==> src/rtl/vend_change_fsm.sv <==
// Vending-machine controller with configurable price, quarter acceptance,
// cancel/refund and change paid one nickel per cycle.
module vend_change_fsm #(
   parameter int PRICE    = 20,
   parameter int CREDIT_W = 7
) (
   input  logic                clock,
   input  logic                reset,
   input  logic                nickel_in,
   input  logic                dime_in,
   input  logic                quarter_in,
   input  logic                cancel_in,
   output logic                dispense,
   output logic                nickel_out,
   output logic                busy,
   output logic [CREDIT_W-1:0] credit
);

   localparam longint MAX_CREDIT = (longint'(1) << CREDIT_W) - 1;

   if ((PRICE < 5) || ((PRICE % 5) != 0)) begin : g_bad_price
      $fatal(1, "vend_change_fsm: PRICE must be a multiple of 5 and at least 5");
   end
   if (longint'(PRICE + 20) > MAX_CREDIT) begin : g_bad_width
      $fatal(1, "vend_change_fsm: CREDIT_W too narrow to hold PRICE+20");
   end

   typedef enum logic [1:0] {
      ST_ACCEPT = 2'd0,
      ST_VEND   = 2'd1,
      ST_CHANGE = 2'd2
   } state_t;

   localparam logic [CREDIT_W-1:0] C_NICKEL  = CREDIT_W'(5);
   localparam logic [CREDIT_W-1:0] C_DIME    = CREDIT_W'(10);
   localparam logic [CREDIT_W-1:0] C_QUARTER = CREDIT_W'(25);
   localparam logic [CREDIT_W-1:0] C_PRICE   = CREDIT_W'(PRICE);

   state_t              r_state;
   state_t              w_state_nxt;
   logic [CREDIT_W-1:0] r_credit;
   logic [CREDIT_W-1:0] w_credit_nxt;
   logic [CREDIT_W-1:0] r_change;
   logic [CREDIT_W-1:0] w_change_nxt;
   logic [CREDIT_W-1:0] w_coin_val;
   logic [CREDIT_W-1:0] w_sum;

   // Only the most valuable coin seen in a cycle is credited.
   always_comb begin
      if (quarter_in) begin
         w_coin_val = C_QUARTER;
      end else if (dime_in) begin
         w_coin_val = C_DIME;
      end else if (nickel_in) begin
         w_coin_val = C_NICKEL;
      end else begin
         w_coin_val = '0;
      end
   end

   // Cannot wrap: credit before a coin never exceeds PRICE-5.
   assign w_sum = r_credit + w_coin_val;

   always_ff @(posedge clock) begin
      if (reset) begin
         r_state  <= ST_ACCEPT;
         r_credit <= '0;
         r_change <= '0;
      end else begin
         // NOTE: non-blocking so every register updates from pre-edge values.
         r_state  <= w_state_nxt;
         r_credit <= w_credit_nxt;
         r_change <= w_change_nxt;
      end
   end

   always_comb begin
      // NOTE: defaults first so no path through the case can infer a latch.
      w_state_nxt  = r_state;
      w_credit_nxt = r_credit;
      w_change_nxt = r_change;
      case (r_state)
         ST_ACCEPT: begin
            if (cancel_in) begin
               w_change_nxt = w_sum;
               w_credit_nxt = '0;
               if (w_sum != '0) begin
                  w_state_nxt = ST_CHANGE;
               end
            end else if (w_coin_val != '0) begin
               if (w_sum >= C_PRICE) begin
                  w_change_nxt = w_sum - C_PRICE;
                  w_credit_nxt = '0;
                  w_state_nxt  = ST_VEND;
               end else begin
                  w_credit_nxt = w_sum;
               end
            end
         end
         ST_VEND: begin
            w_state_nxt = (r_change != '0) ? ST_CHANGE : ST_ACCEPT;
         end
         ST_CHANGE: begin
            w_change_nxt = r_change - C_NICKEL;
            if (r_change == C_NICKEL) begin
               w_state_nxt = ST_ACCEPT;
            end
         end
         default: begin
            w_state_nxt = ST_ACCEPT;
         end
      endcase
   end

   assign dispense   = (r_state == ST_VEND);
   assign nickel_out = (r_state == ST_CHANGE);
   assign busy       = (r_state != ST_ACCEPT);
   assign credit     = r_credit;

endmodule

==> config.mk <==
export PLATFORM = sky130hd
export DESIGN_NAME = vend_change_fsm
export DESIGN_NICKNAME = d
export VERILOG_FILES = /design/src/rtl/vend_change_fsm.sv
export SDC_FILE = /design/constraint.sdc
export NUM_CORES = 1
export LEC_CHECK = 0
export BUFFER_PORTS_ARGS = -buffer_cell sky130_fd_sc_hd__buf_2
export CAP_MARGIN = 20
export CORE_MARGIN = 2
export CORE_UTILIZATION = 55
export DETAILED_ROUTE_END_ITERATION = 12
export GPL_TIMING_DRIVEN = 0
export PLACE_DENSITY = 0.76
export SYNTH_ARGS = -nofsm -noshare
export SYNTH_HDL_FRONTEND = slang
export SYNTH_SLANG_ARGS = --single-unit
==> constraint.sdc <==
create_clock -name clock -period 5.1 [get_ports clock]
set_input_delay 1.02 -clock clock [delete_from_list [all_inputs] [get_ports clock]]
set_output_delay 1.02 -clock clock [all_outputs]
set_load 0.01 [all_outputs]
==> reports/qor.txt <==
Internal -> 0.000312 W
Number of hold buffers added after cts -> 0
Crit start category -> input port
Total Routed Length -> 3130 µm
First-pass GRT wire length -> 5280 µm
Ports -> 16
Syn_nets -> 172
H-Tree Depth -> 1
GRT Util Overall -> 26.2%
Reg clk slew, reported paths -> 0.11 ns
Final setup violation count -> 0
Antenna diode count -> 0
Post-synthesis cell count -> 155
Die W -> 52.4 µm
XOR/XNOR Fraction of Synth Area -> 4.08%
Cell taking the most area after synthesis -> dfxtp_1
Clock share of power -> 16.5%
Worst-margin pin slew -> 0.688 ns
CTS Buf Count -> 3
Warnings from Yosys -> 0
Initial antenna violation count -> 0
Synth unique cells -> 43
Synth top area share -> 24.9%
Via density -> 6.12
PD cells -> 379 nW/µm²
Layout Nets -> 191
Dpl hpwl -> 2310 µm
Clk sink count -> 16
CTS resizes -> 0
Max Fclk -> 263 MHz
Post-synthesis register bit count -> 16
Outcome -> complete, no violations
RSZ-0062 raised after global routing -> false
Initial DRC count -> 35
Max Cap Viol -> 0
Endpoint class of the critical path -> register
Leak -> 0.667 nW
Post-CTS Setup Inserts -> 0
Setup_tns -> 0 ns
Number of port buffers -> 14
Pin count of the biggest net entering global routing -> 11
Crit Path Class -> input port to register
Fin crit share -> 74.7%
Adder-Cell Fraction of Synth Area -> 11.3%
Min Tclk post-route -> 3.81 ns
Max clock buf depth -> 2
Critical Path RT -> 5.34 ns
Total grt overflow -> 0
Arrival time at the worst endpoint -> 4.05 ns
CP Max Fanout -> 5
Area growth from synthesis to layout -> 11.0%
Die area -> 2750 µm²
Max-slew violations -> 0
Synth Area in Compound Gates -> 30.6%
Hold Crit Class -> register to register
Fin cells -> 201
Drt drc -> 0
Die H -> 52.4 µm
Post-synthesis average cell area -> 8.31 µm²
Top post-synthesis cells by count -> nor2_1, dfxtp_1, a21oi_1, inv_1, ha_1
Post-synthesis mux area share -> 0.874%
EDFF count, synth -> 0
Switch share -> 42.5%
Rows -> 17
Simple-Gate Fraction of Synth Area -> 22.7%
Clock skew -> 0.0104 ns
Top post-synthesis cells by area -> dfxtp_1, ha_1, nor2_1
Ys async rst share -> 0%
Reg power frac -> 32.6%
GPL Wtd Cong -> 0.829
Most frequent cell after synthesis -> nor2_1
Post-Syn Area -> 1290 µm²
Max IR drop VDD -> 0.210 mV
Initial core utilization -> 58.3%
Dominant synthesized flop cell -> dfxtp_1
CTS tree -> done
Core Region -> 2210 µm²
Routed len/inst -> 15.6 µm
Slew margin rel. -> 53.8%
Largest family of logic cells by synthesized area -> compound AO/OA/AOI/OAI gates
Vias in the first global route -> 1165
Gate power share -> 50.9%
Sequential area share after synthesis -> 24.9%
CTS root buf -> clkbuf_4
Worst-Skew Late Latency -> 0.30 ns
Vias -> 1231
Inst Count DP -> 197
ANT nets after route -> 0
Sw Pwr -> 0.000231 W
Layout cells sized above 1 -> 20.2%
Pre-antenna DRT Iters -> 4
Final hold viol count -> 0
==> per-stage QoR <==
| stage | worst slack [ns] | total power (W) | util [%] | instance area, µm² | hold WS, ns |
|---|---|---|---|---|---|
| final | 1.29 | 0.000542 | 64.6 | 1430 | 0.492 |
| after global routing | 1.15 | 0.000579 | 64.6 | 1430 | 0.531 |
| after CTS | 1.34 | 0.000538 | 64.6 | 1430 | 0.493 |
| after detailed placement | 1.09 | 0.000448 | 63.0 | 1390 | 0.476 |
| after global placement | 1.20 | 0.000439 | 63.0 | 1390 | 0.471 |
| after floorplan | 1.61 | 0.000388 | - | 1290 | 0.454 |
==> cells by family (layout without fill, tap and decap cells) <==
family / count (synthesis) / in the layout
AND/OR/NAND/NOR: 55 / 55
AO/OA/AOI/OAI: 49 / 49
buffers and inverters: 17 / 35
flip-flops: 16 / 16
adder cells (fa/ha/maj): 11 / 11
XOR/XNOR: 6 / 6
multiplexers: 1 / 1
==> placed cells by master, fill, tap and decap left out, types with 3 or more instances in the layout <==
cell / instances
nor2_1: 18
dfxtp_1: 16
buf_2: 15
inv_1: 12
a21oi_1: 12
ha_1: 10
nand2_1: 8
xnor2_1: 5
a22oi_1: 5
a21o_1: 4
and3_1: 4
nor3_1: 4
o21ai_0: 4
a211o_1: 3
nor2b_1: 3
o31ai_1: 3
o21ai_1: 3
nand3_1: 3
o21a_1: 3
a21oi_2: 3
clkbuf_4: 3
==> sequential cells by signal, indices dropped and copies added, names as in the netlist <==
| register | count |
|---|---|
| r_change | 7 |
| credit | 7 |
| r_state | 2 |
==> worst max-delay path, stage by stage <==
cell and delay (ns):
buf_2 0.12, or2_2 0.30, nor2_1 0.10, ha_1 0.26, or2_1 0.28, and3_4 0.22
nor2_1 0.20, inv_1 0.12, ha_1 0.22, a21oi_1 0.16, o21ai_1 0.14, a2111oi_2 0.62
a22oi_1 0.16, nor2_1 0.14
==> layer usage <==
layer	GRT usage, %	part of all wire [%]
met5	0	0
met1	33.7	47
met3	4.29	4.1
met2	43.5	47
met4	9.83	1.7
==> power by group through the flow <==
stage	Sequential [W]	Combinational [W]	Clock, W
5_1_grt	0.000181	0.000303	0.0000958
4_1_cts	0.000176	0.000273	0.0000893
3_5_place_dp	0.000178	0.000270	0
6_report	0.000177	0.000276	0.0000893
3_3_place_gp	0.000177	0.000262	0
2_1_floorplan	0.000174	0.000215	0
==> final timing paths <==
path / start / endpoint / slack, ns / depth (start not counted)
max: quarter_in / credit[4]$_SDFFE_PP0P_ / 1.29 / 14
min: r_change[1]$_SDFFE_PP0P_ / r_change[1]$_SDFFE_PP0P_ / 0.49 / 2
min reg2reg: r_change[1]$_SDFFE_PP0P_ / r_change[1]$_SDFFE_PP0P_ / 0.49 / 2
max reg2reg: credit[1]$_SDFFE_PP0P_ / credit[4]$_SDFFE_PP0P_ / 2.09 / 11
==> final cells by class <==
type	instances	area, µm²
tap	28	35.0
fill	210	782
inverter	12	45.0
clock buffer	4	36.3
timing repair buffer	14	70.1
buffer	5	27.5
sequential	16	320
multi-input combinational	122	896
Power figures use the tool's default switching activity.
